<file path="config.mk">
export PLATFORM = sky130hd
export DESIGN_NAME = key_debounce_arb
export DESIGN_NICKNAME = d
export VERILOG_FILES = /design/src/rtl/key_pkg.sv /design/src/rtl/key_sync.sv /design/src/rtl/key_debounce_arb.sv
export SDC_FILE = /design/constraint.sdc
export NUM_CORES = 1
export LEC_CHECK = 0
export CAP_MARGIN = 20
export CORE_MARGIN = 2
export CORE_UTILIZATION = 52
export DETAILED_ROUTE_END_ITERATION = 10
export GPL_TIMING_DRIVEN = 1
export PLACE_DENSITY = 0.79
export SETUP_SLACK_MARGIN = 0.05
export SYNTH_ARGS = -nofsm -noshare
export SYNTH_HDL_FRONTEND = slang
export SYNTH_SLANG_ARGS = --single-unit
</file>
<file path="constraint.sdc">
create_clock -name clk -period 2.92 [get_ports clk]
set_clock_uncertainty 0.1 [all_clocks]
set_input_delay 0.584 -clock clk [delete_from_list [all_inputs] [get_ports clk]]
set_output_delay 0.584 -clock clk [all_outputs]
set_load 0.05 [all_outputs]
</file>
<file path="src/rtl/key_pkg.sv">
// Shared constants and types for the time-shared key debounce controller.
// Keys are active-low: a released key idles at 1.
package key_pkg;

  localparam logic KEY_PRESSED  = 1'b0;
  localparam logic KEY_RELEASED = 1'b1;

  typedef enum logic [0:0] {
    IDLE  = 1'b0,
    COUNT = 1'b1
  } fsm_state_t;

  // Width of a counter that must hold values 0..n-1 (at least one bit).
  function automatic int cnt_width(input int n);
    return (n < 2) ? 1 : $clog2(n);
  endfunction

endpackage

</file>
<file path="src/rtl/key_sync.sv">
// Two-flop synchronizer, one independent chain per bit. Resets to the
// released level so that a power-up reset never looks like a press.
module key_sync
  import key_pkg::*;
#(
  parameter int W = 4
) (
  input  logic         clk,
  input  logic         rst_n,
  input  logic [W-1:0] d,
  output logic [W-1:0] q
);

  logic [W-1:0] meta_reg;
  logic [W-1:0] sync_reg;

  generate
    for (genvar gi = 0; gi < W; gi++) begin : g_bit
      always_ff @(posedge clk or negedge rst_n) begin
        if (!rst_n) begin
          meta_reg[gi] <= KEY_RELEASED;
          sync_reg[gi] <= KEY_RELEASED;
        end else begin
          meta_reg[gi] <= d[gi];
          sync_reg[gi] <= meta_reg[gi];
        end
      end
    end
  endgenerate

  assign q = sync_reg;

endmodule

</file>
<file path="src/rtl/key_debounce_arb.sv">
// Debounces KEY_NUM active-low keys with one shared stability counter,
// handed between keys by a round-robin arbiter; counts accepted presses.
module key_debounce_arb
  import key_pkg::*;
#(
  parameter int KEY_NUM     = 4,
  parameter int COUNTER_NUM = 5
) (
  input  logic               clk,
  input  logic               rst_n,
  input  logic [KEY_NUM-1:0] key_in,
  input  logic               sum_clr,
  output logic [KEY_NUM-1:0] key_state,
  output logic [KEY_NUM-1:0] key_press,
  output logic [3:0]         sum,
  output logic               busy
);

  localparam int CW = cnt_width(COUNTER_NUM);
  localparam int IW = $clog2(KEY_NUM);
  localparam logic [CW-1:0] CNT_LAST = CW'(COUNTER_NUM - 1);
  localparam logic [IW-1:0] RR_INIT  = IW'(KEY_NUM - 1);

  logic [KEY_NUM-1:0] ks;
  logic [KEY_NUM-1:0] pending;

  fsm_state_t         state_reg, state_next;
  logic [IW-1:0]      sel_reg, sel_next;
  logic               target_reg, target_next;
  logic [CW-1:0]      cnt_reg, cnt_next;
  logic [IW-1:0]      rr_reg, rr_next;
  logic [KEY_NUM-1:0] key_state_reg, key_state_next;
  logic [KEY_NUM-1:0] key_press_reg, key_press_next;
  logic [3:0]         sum_reg, sum_next;

  logic               grant_found;
  logic [IW-1:0]      grant_idx;
  logic [IW-1:0]      cand;
  logic               commit_press;

  key_sync #(.W(KEY_NUM)) u_sync (
    .clk   (clk),
    .rst_n (rst_n),
    .d     (key_in),
    .q     (ks)
  );

  assign pending = ks ^ key_state_reg;

  // Scan from the farthest offset down so the nearest key after rr wins.
  always_comb begin
    grant_found = 1'b0;
    grant_idx   = '0;
    cand        = '0;
    for (int k = KEY_NUM; k >= 1; k--) begin
      cand = IW'((int'(rr_reg) + k) % KEY_NUM);
      if (pending[cand]) begin
        grant_found = 1'b1;
        grant_idx   = cand;
      end
    end
  end

  always_comb begin
    state_next     = state_reg;
    sel_next       = sel_reg;
    target_next    = target_reg;
    cnt_next       = cnt_reg;
    rr_next        = rr_reg;
    key_state_next = key_state_reg;
    key_press_next = '0;
    sum_next       = sum_reg;
    commit_press   = 1'b0;

    case (state_reg)
      IDLE: begin
        if (grant_found) begin
          sel_next    = grant_idx;
          target_next = ks[grant_idx];
          cnt_next    = '0;
          rr_next     = grant_idx;
          state_next  = COUNT;
        end
      end
      COUNT: begin
        if (ks[sel_reg] != target_reg) begin
          cnt_next   = '0;
          state_next = IDLE;
        end else if (cnt_reg == CNT_LAST) begin
          key_state_next[sel_reg] = target_reg;
          if (target_reg == KEY_PRESSED) begin
            key_press_next[sel_reg] = 1'b1;
            commit_press            = 1'b1;
          end
          cnt_next   = '0;
          state_next = IDLE;
        end else begin
          cnt_next = cnt_reg + CW'(1);
        end
      end
      default: state_next = IDLE;
    endcase

    // A clear on the commit cycle wins over the increment.
    if (sum_clr) begin
      sum_next = '0;
    end else if (commit_press) begin
      sum_next = sum_reg + 4'd1;
    end
  end

  always_ff @(posedge clk or negedge rst_n) begin
    if (!rst_n) begin
      state_reg     <= IDLE;
      sel_reg       <= '0;
      target_reg    <= KEY_RELEASED;
      cnt_reg       <= '0;
      rr_reg        <= RR_INIT;
      key_state_reg <= '1;
      key_press_reg <= '0;
      sum_reg       <= '0;
    end else begin
      state_reg     <= state_next;
      sel_reg       <= sel_next;
      target_reg    <= target_next;
      cnt_reg       <= cnt_next;
      rr_reg        <= rr_next;
      key_state_reg <= key_state_next;
      key_press_reg <= key_press_next;
      sum_reg       <= sum_next;
    end
  end

  assign key_state = key_state_reg;
  assign key_press = key_press_reg;
  assign sum       = sum_reg;
  assign busy      = (state_reg == COUNT);

endmodule

</file>
# == Word level (Yosys, flattened, before mapping) ==
# Index checks and enable logic that the tools add are counted.
# classes
n_bitwise,3
mul,0
reduce_logical,4
eq_ne,3
order_cmp,7
n_mux,41
n_div,0
n_shift,0
n_addsub,6
# ops
op,n
$mux 4,6
$lt 2x3->1 const B,6
$mux 1,18
$bmux 1 s2,6
$mux 3,3
$mux 2,4
$pmux 3 s2,1
$add 2x1->2 const B,2
$add 2x2->2 const B,2
$add 4x1->4 const B,1
$bwmux 4,1
$xor 4x4->4,1
$add 3x1->3 const B,1
$eq 3x3->1 const B,1
$reduce_and 3->1,1
$demux 1 s2,1
$ge 2x1->1 const B,1
$ne 2x2->1 const B,1
$not 1->1,2
$pmux 1 s2,1
$reduce_and 2->1,1
$reduce_bool 2->1,1
$logic_and 1x1->1,1
$ne 1x1->1,1
# word_totals
latch_bits,0
inputBits,7
n_memories,0
mem_bits_rw,0
register_bits,29
elab_cells,80
out_inout_bits,13
romBits,0

# == Logic depth before layout (Yosys ltp) ==
# logic_depth
depth_word,9
ltp_mapped,7
depth_no_buf,7

# == Cells and area by module ==
# A second synthesis with hierarchy kept.
# unflattened
cells_unflattened,115
area_unflattened_um2,1331.3
# by_module_without_submodules
module,cells_each,seq_area_each_um2,n_inst,area_each_um2
key_debounce_arb,107,534.3,1,1121.1
key_sync,8,210.2,1,210.2

# == Worst setup path before layout ==
# OpenSTA, ideal clock, no wires.
# synth_timing
path_kind,reg2reg
startpoint,reg sel_reg[0]
endpoint,reg key_state_reg[0] (netlist: key_state[0])
path_buffers,0
t_required_ns,2.735
arrival_ns,1.965
synth_period_minus_slack_ns,2.150
path_slack_ns,0.770
setup_ns,0.085
stages_incl_launch_ff,6
path_cell_list,dfrtp_1 > mux4_2 > xnor2_2 > nand2_2 > or4_1 > mux2_1
# synth_via
elab_chain_cells,5
word_cells_on_any_way,11
cone_classes,order compare (2); eq/ne (1); mux (5); bitwise (1); reduce/logical (2)
# synth_lines
element,line,rtl
start: declaration,key_debounce_arb.sv:28,"logic [IW-1:0] sel_reg, sel_next;"
start signal: assignment,key_debounce_arb.sv:124,sel_reg <= sel_next;
"$lt 2x3->1 (not written as such), or another cell as far along",key_debounce_arb.sv:90,key_state_next[sel_reg] = target_reg;
$logic_and 1x1->1 (not written as such) or $mux 1 (tied branches),"key_debounce_arb.sv:90, key_debounce_arb.sv:86",
$mux 1 (not written as such) or $ne 1x1->1 (tied branches),"key_debounce_arb.sv:90, key_debounce_arb.sv:86",
$demux 1 s2 or $not 1->1 (tied branches),n/a,
$bwmux 4 or $reduce_and 3->1 (tied branches),n/a,
end signal: assignment,key_debounce_arb.sv:128,key_state_reg <= key_state_next;
end: declaration,key_debounce_arb.sv:32,"logic [KEY_NUM-1:0] key_state_reg, key_state_next;"
# Parallel ways exist; a longest one is shown, timed or not. The select of a mux whose other input is x is not followed.
# A chain may end at the register's enable or synchronous reset.

# == Worst setup path in the final report ==
# layout_timing
startpoint,reg key_state_reg[0] (netlist: key_state[0])
endpoint,out key_state[0]
# layout_lines
element,line,rtl
end: declaration,key_debounce_arb.sv:13,"output logic [KEY_NUM-1:0] key_state,"
# No word-level cell between the ends.

==> impl_results.md <==
* Status: finished, final reports clean
* Vias in the first global route at 883
* Post-cts resize count at 0
* Synth warn at 0
* All-Layer GR Usage at 0.201
* Final ANT Viol Nets at 0
* Vias at just over 900
* Cells after Synth at 115
* Slew HR at 0.669
* Reg2reg path depth at 5
* Die area at 2980 um2
* Hold Path Stages at 0
* WL met3 at 119 um
* Power Density at 973 nW/um2
* Global-route wire length before repair at roughly 4.0 mm
* Worst path depth at 1
* Nets at 151
* Reg power frac at 0.400
* Sw Pwr at a little over 0.0006 W
* Final period util at 0.823
* Sequential area share after synthesis at 0.559
* Max Cap Viol at 0
* WP buf/inv at 1
* Crit path max-delay family: buffers and inverters
* Critical path class: reg -> out
* Worst EP arrival at 1.72 ns
* Fillers at 187
* Max Slew Vio Count at 0
* Hold Path Class: reg -> reg
* Initial drt markers at 12
* Initial Util at 0.542
* CP Launch Type: register
* Ratio of cells with drive above 1 in the final layout at 0.225
* Clock Sinks at 29
* Commonest register cell after synthesis: dfstp_2
* Final hold vios at 0
* Core area at ~2500 um2
* Clock power frac at 0.211
* GPL Wtd Cong at 0.839
* Die Ht at 54.6 um
* Leakage at 0.694 nW
* Antenna violations before repair at 0
* Comb power frac at 0.389
* DP Worst Slack at between 0.6 and 0.7 ns
* Placed cell area at between 1500 and 2000 um2
* Post-route cell area at 1650 um2
* Total Wirelength at about 2.4 mm
* Post-CTS Setup Inserts at 0
* IO Port Bufs at 19
* Actual slew at the worst max-slew pin at 0.496 ns
* Synth top area cells: dfstp_2, dfrtp_1, xor2_1
* Fmax achieved at 416 MHz
* Post-synthesis async set-or-reset flop share at 1.00
* Fin worst setup slack at 0.516 ns
* Flop-to-flop setup slack at between 0.6 and 0.7 ns
* DR pass1 iterations at 4
* GRT overflow at 0
* Most numerous cell in the Yosys netlist: dfstp_2
* Via density at 5.32
* Clock Tree Root: clkbuf_4
* Synth top area share at 0.296
* Footprint of the multi-input gates at 557 um2
* Synth Cell Area at 1330 um2
* DRT met1 WL at 1.11 mm
* Row count at 18
* FF/Latch Area at 744 um2
* Total chip power at around 0.0016 W
* Worst EP required at between 2 and 2.5 ns
* Area growth, synth to finish at 23.8%
* RSZ-0062 raised after global routing: no
* TritonCTS clock tree: done
* Setup-failing EPs final at 0
* Per-cell routed wire length at 14.2 um
* Hold buffer count at cts at 0
* Post-synth top area cell: dfstp_2
* Sw frac at 0.380
* Number of diodes at 0
* Chip Width at 54.6 um
* Syn Area/Cell at 11.6 um2
* Routed wl met2 at 1.19 mm
* Crit end category: output pin
* Final core utilization at 0.671
* Cell internal pwr at about 0.001 W
* Yosys cell types at 38
* #FFs+latches synth at 29
* Tmin final at 2.40 ns
* Setup TNS at 0 ns
* CTS Buf Count at 5
* Worst skew pair latency at 0.32 ns
* CTS clk-pin slew, worst paths at 0.09 ns
* Peak supply drop at 0.715 mV
* Crit-path cells: clkdlybuf4s50_1
* Drc violations at 0
* Max H-tree Level at 2
* Synthesized Nets at 125
* CTS Buffer Depth at 2
* Critical-path top delay cell: clkdlybuf4s50_1
* EDFF count, synth at 0
* Hpwl dp at 1.79 mm
* Largest net degree at the start of global routing at 30
* Most frequent cells after synthesis: dfstp_2, dfrtp_1, nor2_1
* Crit-path max cell delay at 0.81 ns
* Highest Signal Layer: met4
* Critical path fanouts, max at 4
* Boundary pin count at 20
power by group through the flow:
stage	clock (W)	combinational, W	sequential, W
detailed placement	0	0.000623	0.000646
global route	0.000367	0.000687	0.000658
floorplan	0	0.000398	0.000700
global placement	0	0.000603	0.000641
finish	0.000338	0.000624	0.000642
CTS	0.000346	0.000625	0.000640
logic make-up (layout without fill, tap and decap cells):
kind of cell	after synthesis	count (layout)	synth area share
AND/OR/NAND/NOR	40	40	0.155
flip-flops	29	29	0.559
AO/OA/AOI/OAI	18	18	0.0977
XOR/XNOR	11	11	0.0780
buffers and inverters	8	35	0.0226
multiplexers	6	6	0.0592
adder cells (fa/ha/maj)	3	3	0.0282
path summary, 6_finish.rpt:
kind                                                   start                  endpoint
max in group asynchronous                              rst_n  key_state[3]$_DFFE_PN1P_
worst max register to register        sel_reg[0]$_DFFE_PN0P_  key_state[0]$_DFFE_PN1P_
worst min-delay path            u_sync.meta_reg[0]$_DFF_PN1_     u_sync.q[0]$_DFF_PN1_
min in group asynchronous                              rst_n    cnt_reg[0]$_DFFE_PN0P_
worst max-delay path                key_state[0]$_DFFE_PN1P_              key_state[0]
worst min register to register  u_sync.meta_reg[0]$_DFF_PN1_     u_sync.q[0]$_DFF_PN1_
through the flow:
stage,hold WS (ns),instances
2_1_floorplan,0.188,115
3_3_place_gp,0.245,164
5_1_grt,0.264,172
4_1_cts,0.260,172
3_5_place_dp,0.247,164
6_report,0.260,172
layer usage:
layer / vias to the layer above / GRT usage
met5: - / 0
met2: 22 / 0.300
li1: 451 / -
met1: 437 / 0.262
met3: 5 / 0.0820
met4: 0 / 0.0750
cell type report:
class | instances | share of cell area
sequential | 29 | 0.452
multi-input combinational | 78 | 0.338
clock buffer | 7 | 0.0334
inverter | 7 | 0.0159
tap | 30 | 0.0228
clock inverter | 1 | 0.0182
timing repair buffer | 20 | 0.120
cell usage in the layout (no fill, tap or decap), types with 2 or more instances in the layout:
master and n:
clkbuf_4 5, mux2_1 2, nor2_1 12, inv_1 7
dfrtp_1 14, xor2_1 6, nand3_1 2, o21a_1 2
ha_1 3, or3_1 3, nor3_1 3, nand2_1 10
dfstp_2 15, xnor2_1 4, a211oi_1 2, clkdlybuf4s50_1 19
mux2_2 3, o21ai_0 3, a21oi_1 3
(Power assumes the default switching activity.)
